## config.mk

```make
export PLATFORM = sky130hd
export DESIGN_NAME = mac_pe_feeder
export DESIGN_NICKNAME = d
export VERILOG_FILES = /design/src/rtl/mac_pe_feeder.sv
export SDC_FILE = /design/constraint.sdc
export NUM_CORES = 1
export LEC_CHECK = 0
export CORE_ASPECT_RATIO = 0.9
export CORE_MARGIN = 8
export CORE_UTILIZATION = 59
export DETAILED_ROUTE_END_ITERATION = 10
export PLACE_DENSITY = 0.89
export SLEW_MARGIN = 0
export SYNTH_ARGS = -nofsm -noshare
export SYNTH_HDL_FRONTEND = slang
export SYNTH_SLANG_ARGS = --single-unit
```

## constraint.sdc

```tcl
create_clock -name clk -period 3.2 [get_ports clk]
set_clock_uncertainty 0.2 [all_clocks]
set_input_delay 0.32 -clock clk [delete_from_list [all_inputs] [get_ports clk]]
set_output_delay 0.32 -clock clk [all_outputs]
set_load 0.05 [all_outputs]
```

## src/rtl/mac_pe_feeder.sv

```systemverilog
// Operand sequencer and result collector for a 16x16->32 accumulating MAC PE.
// Optional feature macro: MAC_FEEDER_WRBUSY_EN (allow buffer writes during a run).
module mac_pe_feeder #(
    parameter int DEPTH  = 8,
    parameter int DW     = 16,
    parameter int CW     = 32,
    parameter int PE_LAT = 1
) (
    input  logic                       clk,
    input  logic                       rst,
    input  logic                       wr_en,
    input  logic [$clog2(DEPTH)-1:0]   wr_addr,
    input  logic [DW-1:0]              wr_a,
    input  logic [DW-1:0]              wr_b,
    input  logic                       start,
    input  logic [$clog2(DEPTH):0]     len,
    output logic                       busy,
    output logic [DW-1:0]              pe_a,
    output logic [DW-1:0]              pe_b,
    input  logic [CW-1:0]              pe_c,
    output logic                       res_valid,
    input  logic                       res_ready,
    output logic [CW-1:0]              res_data,
    output logic [1:0]                 state_dbg
);
    localparam int AW   = $clog2(DEPTH);
    localparam int LENW = AW + 1;
    localparam int LW   = (PE_LAT < 1) ? 1 : $clog2(PE_LAT + 1);

    typedef enum logic [1:0] {IDLE, STREAM, DRAIN, DONE} state_t;

    // Result handshake: res_data is offered while res_valid=1 and is consumed
    // on the first rising edge where res_valid and res_ready are both high.

    state_t              state, state_next;
    logic [DW-1:0]       buf_a [DEPTH];
    logic [DW-1:0]       buf_b [DEPTH];
    logic [CW-1:0]       base;
    logic [AW-1:0]       idx;
    logic [LENW-1:0]     run_len;
    logic [LENW-1:0]     len_eff;
    logic [LW-1:0]       lat_cnt;
    logic                wr_ok;

    assign state_dbg = state;

`ifdef MAC_FEEDER_WRBUSY_EN
    assign wr_ok = wr_en;
`else
    assign wr_ok = wr_en && !busy;
`endif

    always_comb begin
        state_next = state;
        len_eff    = (len > LENW'(DEPTH)) ? LENW'(DEPTH) : len;
        case (state)
            IDLE: begin
                if (start) begin
                    if (len_eff == '0)
                        state_next = DONE;
                    else if (len_eff > LENW'(1))
                        state_next = STREAM;
                    else
                        state_next = DRAIN;
                end
            end
            STREAM: begin
                if ({1'b0, idx} == run_len - LENW'(1))
                    state_next = DRAIN;
            end
            DRAIN: begin
                if (lat_cnt == LW'(PE_LAT))
                    state_next = DONE;
            end
            DONE: begin
                if (res_ready)
                    state_next = IDLE;
            end
            default: state_next = IDLE;
        endcase
    end

    always_ff @(posedge clk or negedge rst) begin
        if (!rst)
            state <= IDLE;
        else
            state <= state_next;
    end

    always_ff @(posedge clk or negedge rst) begin
        if (!rst) begin
            for (int i = 0; i < DEPTH; i++) begin
                buf_a[i] <= '0;
                buf_b[i] <= '0;
            end
            pe_a      <= '0;
            pe_b      <= '0;
            base      <= '0;
            idx       <= '0;
            run_len   <= '0;
            lat_cnt   <= '0;
            res_data  <= '0;
            res_valid <= 1'b0;
            busy      <= 1'b0;
        end else begin
            // Non-blocking write: a same-edge read of this index sees old data.
            if (wr_ok) begin
                buf_a[wr_addr] <= wr_a;
                buf_b[wr_addr] <= wr_b;
            end
            case (state)
                IDLE: begin
                    pe_a <= '0;
                    pe_b <= '0;
                    if (start) begin
                        busy    <= 1'b1;
                        idx     <= AW'(1);
                        run_len <= len_eff;
                        lat_cnt <= '0;
                        if (len_eff == '0) begin
                            res_data  <= '0;
                            res_valid <= 1'b1;
                        end else begin
                            base <= pe_c;
                            pe_a <= buf_a[0];
                            pe_b <= buf_b[0];
                        end
                    end
                end
                STREAM: begin
                    pe_a <= buf_a[idx];
                    pe_b <= buf_b[idx];
                    idx  <= idx + AW'(1);
                end
                DRAIN: begin
                    pe_a <= '0;
                    pe_b <= '0;
                    // The PE never clears, so the run's sum is the accumulator delta.
                    if (lat_cnt == LW'(PE_LAT)) begin
                        res_data  <= pe_c - base;
                        res_valid <= 1'b1;
                    end else begin
                        lat_cnt <= lat_cnt + LW'(1);
                    end
                end
                DONE: begin
                    if (res_ready) begin
                        res_valid <= 1'b0;
                        busy      <= 1'b0;
                    end
                end
                default: ;
            endcase
        end
    end
endmodule
```

==> results of run 1 <==
cell families (layout without fill, tap and decap cells):
logic type	after synthesis	count (layout)
multiplexers	360	360
flip-flops	364	364
AO/OA/AOI/OAI	237	237
adder cells (fa/ha/maj)	41	41
AND/OR/NAND/NOR	211	211
other	0	1
buffers and inverters	158	334
XOR/XNOR	22	22
flip-flops by register name (all words and copies together), names as in the netlist:
signal	flops
state_dbg	2
buf_a	128
lat_cnt	1
pe_b	16
buf_b	128
res_data	32
idx	3
base	32
busy	1
res_valid	1
pe_a	16
run_len	4
layout make-up:
cell class              instances  area (um2)
inverters                      77         289
flip-flops and latches        364        9110
diodes                          1        2.50
clock inverters                11         156
well taps                     403         504
repair buffers                187        1890
fillers                      1927        8630
multi-input cells             871        8000
clock buffers                  59        1130
what timing repair did:
item                                    in CTS  in global routing
hold buffers                                 1                  0
endpoints found under the hold margin       60                  0
buffers inserted                             0                  0
endpoints found under the setup margin       0                  0
routing by layer:
metal | wire length, um | GRT usage | share of wire
met5 | 27 | 0 | 0.00059
met2 | 22500 | 0.422 | 0.50
met3 | 3210 | 0.0515 | 0.071
met1 | 18600 | 0.339 | 0.41
met4 | 1120 | 0.0756 | 0.025
worst max-delay path, stage by stage (launching register included):
cell	delay (ns)
dfrtp_1	0.40
ha_1	0.22
fa_1	0.40
nor2b_1	0.19
o21bai_1	0.11
a21boi_1	0.16
buf_4	0.16
or3_1	0.18
nand4b_1	0.15
a31o_2	0.29
a32o_1	0.25
metrics by stage:
| step | setup slack [ns] | power [uW] | util |
|---|---|---|---|
| final | 0.405 | 21000 | 0.710 |
| after global routing | 0.311 | 22100 | 0.710 |
| after CTS | 0.465 | 21000 | 0.710 |
| after detailed placement | 0.00558 | 16400 | 0.666 |
| after global placement | 0.0779 | 15900 | 0.666 |
| after floorplan | 0.455 | 13600 | - |
how the worst max path moves through the flow:
stage,slack (ns),depth (start not counted),from,to
after floorplan,0.46,11,state_dbg[0],res_data[30]
after global placement,0.08,10,pe_c[6],res_data[16]
after detailed placement,0.006,12,pe_c[0],res_data[28]
after CTS,0.46,10,base[0],res_data[28]
after global routing,0.31,10,base[6],res_data[16]
final,0.41,10,base[0],res_data[28]
power by group:
group	internal (uW)	switching, uW	total [uW]
Sequential	6450	1180	7630
Combinational	4130	4760	8890
Clock	2690	1830	4520
synthesized netlist by cell type, types with 6 or more instances:
master and number:
a221oi_1 33, o21ai_1 17, dfrtp_1 364, nand2b_1 13
mux2_2 286, nor3_1 8, mux4_2 64, a21oi_1 72
nor2_1 26, o21ai_0 60, nand3_1 14, nand2_1 102
xor2_1 15, and3_1 7, buf_1 11, a21o_1 7
inv_1 76, clkbuf_1 64, o31ai_1 7, xnor2_1 7
ha_1 40, o21bai_1 6, nand4_1 11
==> metrics.md, run 1 <==
| Metric | Value |
|---|---|
| VDD IR max | 0.000681 V |
| Vias/cell | 6.25 |
| Net count reported at finish | 1656 |
| Asr flop ratio synth | 1.00 |
| Critical Path End Type | flop |
| Run status | completed |
| Post-synthesis sequential area ratio | 0.515 |
| Seq cells post-synth | 364 |
| Vias in the first global route | 13203 |
| Commonest non-fill, non-tap cell in the layout | dfrtp_1 |
| WL final | 45500 um |
| Fin Setup TNS | 0 ns |
| Drt drc | 0 |
| Initial antenna violation count | 3 |
| Commonest cells after routing, fill and taps aside | dfrtp_1 (362), mux2_2 (286), clkdlybuf4s50_1 (142) |
| Row count | 60 |
| H-tree depth | 2 |
| Synth top area cells | dfrtp_1 (52%), mux2_2 (18%), mux4_2 (8.2%) |
| Placed Area | 19800 um2 |
| Ratio of cells with drive above 1 in the final layout | 0.297 |
| Drt first-iter violations | 962 |
| TritonCTS sink count | 364 |
| Die area | 35800 um2 |
| Worst Path Arrival | 3.00 ns |
| Core Box Area | 29700 um2 |
| Mapped Area | 17700 um2 |
| I/O Pins | 144 |
| FMAX | 0.358 GHz |
| GRT Util Overall | 0.256 |
| GPL Wtd Cong | 0.905 |
| Syn nets | 1510 |
| WL/cell | 23.1 um |
| R2R cell count | 10 |
| Largest family of logic cells by synthesized area | multiplexers |
| Mux contribution to synthesized area | 0.270 |
| Post-synth EDFFs | 0 |
| Tmin final | 2.79 ns |
| Fin cells | 1973 |
| Period utilization | 0.873 |
| Crit-path max FO | 4 |
| Area grow syn2layout | 19.3% |
| PortBufs | 143 |
| Via count | 12341 |
| DRT Pass-1 Iters | 5 |
| RSZ-0062 raised after global routing | false |
| Gr ovfl total | 0 |
| CTS Buffer Depth | 3 |
| Reg-to-Reg End | res_data[28] |
| Worst reg2reg path startpoint | base[0] |
| Largest net degree at the start of global routing | 70 |
| Static Leak | 0.00959 uW |
| Hold WS | 0.145 ns |
| Slew Viols, Final | 0 |
| First-pass GRT wire length | 72800 um |
| Synthesis Warnings | 0 |
| Post-synthesis simple-gate area fraction | 0.0571 |
| Post-synthesis adder-cell area fraction | 0.0294 |
| Pwr/cell area | 997 nW/um2 |
| Synth unique cells | 62 |
| Req. time, crit path | 3.40 ns |
| Placed insts | 1901 |
| Post-Syn Instances | 1393 |
| Reg clk slew, reported paths | 0.06 ns |
| Critical path class | reg -> reg |
| Post-CTS Resized | 0 |
| CTS root buf | clkbuf_16 |
| Final Hold Violating Endpoints | 0 |
| CTS tree | done |
| Leading area contributor after synthesis | dfrtp_1 |
| Compound-Gate Fraction of Synth Area | 0.0836 |
| Critical Path Start Type | flop |
| Post-DRT Antenna Nets | 0 |
| Initial Util | 0.595 |
| Worst skew pair latency | 0.52 ns |
| Commonest register cell after synthesis | dfrtp_1 |
| Synthesized area per cell | 12.7 um2 |
| Flop-to-flop setup slack | 0.41 ns |
| Xor/xnor share of the synthesized area | 0.0109 |
| Final setup vio count | 0 |
| Rel. slew slack | 0.529 |
| Fin area | 21100 um2 |
| DIE HEIGHT | 180 um |
| Slew @ Worst Pin | 0.706 ns |
| Min-delay worst type | in -> async |
| Top-area cell type share of the netlist area | 0.515 |
| HPWL after DPL | 28200 um |
| CTS buffer count | 38 |
| DIE WIDTH | 198 um |
| Max Cap Viol | 0 |
No activity file was read; power rests on OpenSTA's default activity.
==> inputs of run 2 (changes only) <==
- CELL_PAD_IN_SITES_DETAIL_PLACEMENT: unset -> 0
- CELL_PAD_IN_SITES_GLOBAL_PLACEMENT: unset -> 1
- CORE_UTILIZATION: 59 -> 48
- PLACE_DENSITY: 0.89 -> 0.88
==> run 2 against run 1 <==
Compared with the run above: global-route usage decreased by 5.1 points; routed wire length decreased by 3.6%; combinational power decreased by 2%; cell count increased by 3.6%; non-clock buffer count increased by 3; critical path type unchanged; sequential cell count unchanged; hold slack improved by 0.025 ns; worst setup slack improved by 0.026 ns; largest cell class unchanged.
==> metrics.md, run 2 (same netlist as run 1, synthesis figures left out) <==
| Metric | Value |
|---|---|
| DIE HEIGHT | 198 um (+9.9%) |
| Min-delay worst type | in -> async |
| Fin cells | 2045 (+3.6%) |
| TritonCTS sink count | 364 (unchanged) |
| CTS Buffer Depth | 3 (unchanged) |
| Drt drc | 0 (unchanged) |
| Sw power | 7570 uW (-2.6%) |
| Sequential cell area | 9110 um2 (unchanged) |
| Slew @ Worst Pin | 1.07 ns (+0.360 ns) |
| Reg clk slew, reported paths | 0.06 ns (about the same) |
| Hold buffers post-CTS | 1 (unchanged) |
| Net count reported at finish | 1660 (+0.24%) |
| DRT Pass-1 Iters | 7 (+2) |
| Initial Util | 0.488 (-0.107) |
| WL/cell | 21.4 um (-7.0%) |
| Seq pwr share | 0.363 (about the same) |
| Max Cap Viol | 0 (unchanged) |
| PortBufs | 143 (unchanged) |
| HPWL after DPL | 28300 um (about the same) |
| Critical Path Start Type | flop |
| Period utilization | 0.865 (-0.00826) |
| Row count | 66 (+10%) |
| Metal3 WL | 2590 um (-19%) |
| Top Registers | buf_a: 128 flops, buf_b: 128 flops |
| Final Hold Violating Endpoints | 0 (unchanged) |
| I/O Pins | 144 (unchanged) |
| VDD IR max | 0.000817 V (+20%) |
| Multi-input gate area | 8000 um2 (unchanged) |
| Worst skew pair latency | 0.54 ns (+0.02 ns) |
| CTS buffer count | 39 (+2.6%) |
| Sw Share | 0.363 (-0.00602) |
| GPL Wtd Cong | 0.893 (-1.3%) |
| GRT Util Overall | 0.205 (-0.0509) |
| Vias/cell | 5.81 (-7.1%) |
| Final core utilization | 0.585 (-0.124) |
| Gate power share | 0.420 (-0.003) |
| CTS tree | done |
| WL met1 | 19400 um (+4.4%) |
| Area grow syn2layout | 20.0% |
| Initial antenna violation count | 3 (unchanged) |
| Total internal power | 13300 uW (about the same) |
| Tmin final | 2.77 ns (-0.0264 ns) |
| H-tree depth | 2 (unchanged) |
| Post-DRT Antenna Nets | 0 (unchanged) |
| Via count | 11888 (-3.7%) |
| Placed insts | 1977 (+4.0%) |
| Pwr/cell area | 982 nW/um2 (-1.5%) |
| Fillers | 2829 (+47%) |
| Fin Setup TNS | 0 ns (unchanged) |
| Largest net degree at the start of global routing | 79 (+13%) |
| Core Box Area | 36300 um2 (+22%) |
| Slew Viols, Final | 0 (unchanged) |
| FMAX | 0.361 GHz (+0.95%) |
| CTS root buf | clkbuf_16 |
| Post-CTS Resized | 0 (unchanged) |
| First-pass GRT wire length | 70200 um (-3.6%) |
| Crit-path max FO | 28 (+24) |
| Final setup vio count | 0 (unchanged) |
| Drt first-iter violations | 864 (-10%) |
| DIE WIDTH | 218 um (+10%) |
| Critical Path End Type | flop |
| Run status | completed |
| Req. time, crit path | 3.40 ns (about the same) |
| Highest Signal Layer | met5 |
| Rel. slew slack | 0.289 (-0.240) |
| Die area | 43200 um2 (+21%) |
| WL final | 43900 um (-3.6%) |
| Worst Path Arrival | 2.97 ns (-0.03 ns) |
| Gr ovfl total | 0 (unchanged) |
| Ratio of cells with drive above 1 in the final layout | 0.300 (+0.00319) |
| Critical path class | reg -> reg |
| Diodes inserted | 0 (-1) |
| Vias in the first global route | 12494 (-5.4%) |
| Commonest non-fill, non-tap cell in the layout | dfrtp_1 |
| Clock power share | 0.217 (+0.002) |
| Static Leak | 0.00961 uW (+0.23%) |
| Commonest cells after routing, fill and taps aside | dfrtp_1 (362), mux2_2 (286), clkdlybuf4s50_1 (142) |
| # Post-CTS Setup Buffers | 0 (unchanged) |
| Met2 Routed Length | 21100 um (-6.5%) |
| RSZ-0062 raised after global routing | false |
[run 2: cell types whose count changed in the layout (fill, tap and decap cells not counted), moves of 2 or more]
cell	delta
buf_4	+2
clkbuf_1	-5
clkinv_2	+2
inv_6	+2
[run 2: path summary, 6_finish.rpt]
kind | from | endpoint | slack [ns] | cells after the start
min in group clk | pe_c[21] | base[21] | 0.18 | 3
max in group asynchronous | rst | buf_b[109] | 1.80 | 3
min reg2reg | buf_a[20] | buf_a[20] | 0.29 | 1
max reg2reg | idx[0] | pe_b[5] | 0.43 | 5
max | idx[0] | pe_b[5] | 0.43 | 5
min | rst | pe_a[10] | 0.17 | 2
[run 2: stage by stage]
step                worst slack [ns]  instance area (um2)  hold slack, ns  power (uW)
CTS                            0.395                21200           0.149       20900
finish                         0.432                21200           0.170       20800
detailed placement            0.0391                19900           0.161       16300
global route                   0.206                21200           0.174       22100
floorplan                      0.455                17700          -0.176       13600
global placement              0.0729                19900           0.157       16000
[run 2: per-layer routing]
metal | vias up | track usage
met3 | 67 | 0.0449
met2 | 271 | 0.332
met1 | 6165 | 0.280
li1 | 5379 | -
met5 | - | 0
met4 | 6 | 0.0457
[run 2: power groups by stage]
stage               clock network [uW]  registers [uW]  logic (uW)
floorplan                            0            8120        5510
finish                            4520            7570        8750
CTS                               4600            7580        8770
detailed placement                   0            7630        8700
global placement                     0            7500        8500
global route                      4790            7820        9470
[run 2: area by class of cell]
type,instances,area share
Clock inverter,13,0.00749
Tap cell,476,0.0281
Timing Repair Buffer,190,0.0909
Multi-Input combinational cell,871,0.377
Inverter,77,0.0136
Clock buffer,54,0.0530
Sequential cell,364,0.430
[run 2: worst max-delay path, cell delays in order (launching register included)]
cell and delay [ns]:
dfrtp_4 0.78, buf_4 0.31, mux4_2 0.51, mux2_2 0.27
a221oi_1 0.48, a21oi_1 0.09
==> inputs of run 3 (changes only) <==
- CAP_MARGIN: unset -> 40
- CELL_PAD_IN_SITES_DETAIL_PLACEMENT: 0 -> 1
- REMOVE_ABC_BUFFERS: unset -> 1
==> run 3 against run 2 <==
Compared with the run above: first-iteration DRC count increased by 7.1%; register-to-register slack worse by 0.12 ns; largest cell class unchanged; power grew 3.6%; clock power about the same; via count is 6.0% higher; sequential cell count stayed put; hold slack gained 0.015 ns; fmax fell by 4.0%; core utilization barely moved; critical path depth up 5.
==> metrics.md, run 3 (same netlist as run 1, synthesis figures left out) <==
| Metric | Value |
|---|---|
| Run status | completed |
| First-pass GRT wire length | 88500 um (+26%) |
| Max Cap Viol | 0 (unchanged) |
| FMAX | 0.347 GHz (-4.0%) |
| DRT Pass-1 Iters | 5 (-2) |
| CP max stage delay | 0.58 ns (-0.20 ns) |
| PnR worst setup slack | 0.317 ns (-0.115 ns) |
| Via count | 12603 (+6.0%) |
| Commonest non-fill, non-tap cell in the layout | dfrtp_1 |
| I/O Pins | 144 (unchanged) |
| Grt met3 use | 0.0586 (+0.0137) |
| Rel. slew slack | 0.448 (+0.159) |
| Fin area | 21200 um2 (about the same) |
| Row count | 66 (unchanged) |
| Final setup vio count | 0 (unchanged) |
| Placed Area | 20000 um2 (+0.22%) |
| PortBufs | 143 (unchanged) |
| Gr ovfl total | 0 (unchanged) |
| Total power | 21600 uW (+3.6%) |
| DIE HEIGHT | 198 um (unchanged) |
| Critical Path Start Type | flop |
| Crit path cell chain | inv_1 -> ha_1 -> nand2b_1 -> a211oi_1 -> o2111ai_1 -> a2111oi_1 -> buf_4 -> a21oi_1 -> xor2_1 -> o21ai_1 |
| Slew Viols, Final | 0 (unchanged) |
| Top Registers | buf_a: 128 flops, buf_b: 128 flops |
| Worst skew pair latency | 0.55 ns (about the same) |
| Fillers | 3524 (+25%) |
| Ratio of cells with drive above 1 in the final layout | 0.302 (+0.00134) |
| Final Hold Violating Endpoints | 0 (unchanged) |
| TritonCTS sink count | 364 (unchanged) |
| Crit-path max FO | 4 (-86%) |
| Drt drc | 0 (unchanged) |
| Reg clk slew, reported paths | 0.06 ns (about the same) |
| GR Layer Usage met1 | 0.317 (+0.0370) |
| Period utilization | 0.901 (+0.0359) |
| Slowest-stage cell, CP | a2111oi_1 |
| Req. time, crit path | 3.46 ns (+0.06 ns) |
| Multi-input gate area | 8010 um2 (about the same) |
| Vias/cell | 6.14 (+5.5%) |
| Net count reported at finish | 1664 (+0.24%) |
| Place WS | -0.230 ns (-0.269 ns) |
| Area grow syn2layout | 20.0% (about the same) |
| CTS Buffer Depth | 3 (unchanged) |
| CTS tree | done |
| WL final | 56400 um (+29%) |
| Worst Path Arrival | 3.14 ns (+0.17 ns) |
| CTS root buf | clkbuf_16 |
| H-tree depth | 2 (unchanged) |
| Critical path class | reg -> reg |
| Min-delay worst type | in -> reg |
| Static Leak | 0.00961 uW (about the same) |
| Vias in the first global route | 14579 (+17%) |
| GRT Util Overall | 0.265 (+0.0602) |
| RSZ-0062 raised after global routing | false |
| CTS buffer count | 39 (unchanged) |
| VDD IR max | 0.000635 V (-22%) |
| # Post-CTS Setup Buffers | 0 (unchanged) |
| Drt first-iter violations | 925 (+7.1%) |
| Met2 Resource Use GR | 0.454 (+0.122) |
| HPWL after DPL | 33400 um (+18%) |
| Worst path bufs/invs | 2 (+1) |
| Worst path top cell family by delay | compound AO/OA/AOI/OAI gates |
| DIE WIDTH | 218 um (unchanged) |
| Critical Path End Type | flop |
| Largest net degree at the start of global routing | 99 (+25%) |
| Die area | 43200 um2 (unchanged) |
| Initial antenna violation count | 6 (+3) |
| Core Box Area | 36300 um2 (unchanged) |
| Commonest cells after routing, fill and taps aside | dfrtp_1 (361), mux2_2 (286), clkdlybuf4s50_1 (142) |
| Sequential cell area | 9110 um2 (about the same) |
| Top Usage Layer GRT | met2 |
| WL/cell | 27.5 um (+28%) |
| GPL Wtd Cong | 0.867 (-2.9%) |
| Tmin final | 2.88 ns (+0.115 ns) |
| Fin Setup TNS | 0 ns (unchanged) |
| Post-DRT Antenna Nets | 0 (unchanged) |
| Initial Util | 0.488 (unchanged) |
| Slew @ Worst Pin | 0.827 ns (-0.238 ns) |
| Pwr/cell area | 1020 nW/um2 (+3.6%) |
## run 3: repair_timing
action	4_1_cts	5_1_grt
endpoints found under the setup margin	0	1
hold buffers	1	0
resized for setup	0	1
hold endpoints to repair	88	0
## run 3: where the power goes
part           switching [uW]  leakage, uW  internal [uW]  total (uW)
combinational            5130      0.00419           4150        9280
clock                    1940     0.000614           2550        4490
sequential               1370      0.00481           6450        7820
total                    8440      0.00961          13100       21600
## run 3: final cells by class
cell class | instances | area share
multi-input combinational | 871 | 0.377
timing repair buffer | 194 | 0.0929
clock buffer | 60 | 0.0558
antenna | 6 | 0.000707
sequential | 364 | 0.429
tap | 476 | 0.0281
inverter | 77 | 0.0136
clock inverter | 6 | 0.00230
## run 3: final timing paths
kind / startpoint / depth (start not counted) / slack [ns] / endpoint
min: pe_c[23] / 3 / 0.19 / base[23]
max in group asynchronous: rst / 3 / 1.68 / base[17]
max: base[1] / 10 / 0.32 / res_data[29]
min reg2reg: buf_a[19] / 1 / 0.28 / buf_a[19]
min in group asynchronous: rst / 2 / 0.23 / buf_a[110]
max reg2reg: base[1] / 10 / 0.32 / res_data[29]
## run 3: routing by layer
layer  routed length [um]  part of all wire
met2                29200              0.52
met1                22100              0.39
met3                 3220             0.057
met4                 1940             0.034
met5                   13           0.00023
## run 3: worst register-to-register path: cells and delay by family, from the launching register on
kind | cells | cell delay (ns)
fa+ha+maj | 1 | 0.27
buf+inv | 2 | 0.27
compound gates | 5 | 1.46
flops | 1 | 0.38
simple gates | 1 | 0.07
xor+xnor | 1 | 0.16
## run 3: per-stage QoR
step | cells | util | hold WS (ns)
floorplan | 1312 | - | -0.176
global placement | 1981 | 0.551 | 0.207
detailed placement | 1981 | 0.551 | 0.220
CTS | 2048 | 0.585 | 0.169
global route | 2053 | 0.585 | 0.203
finish | 2054 | 0.585 | 0.185
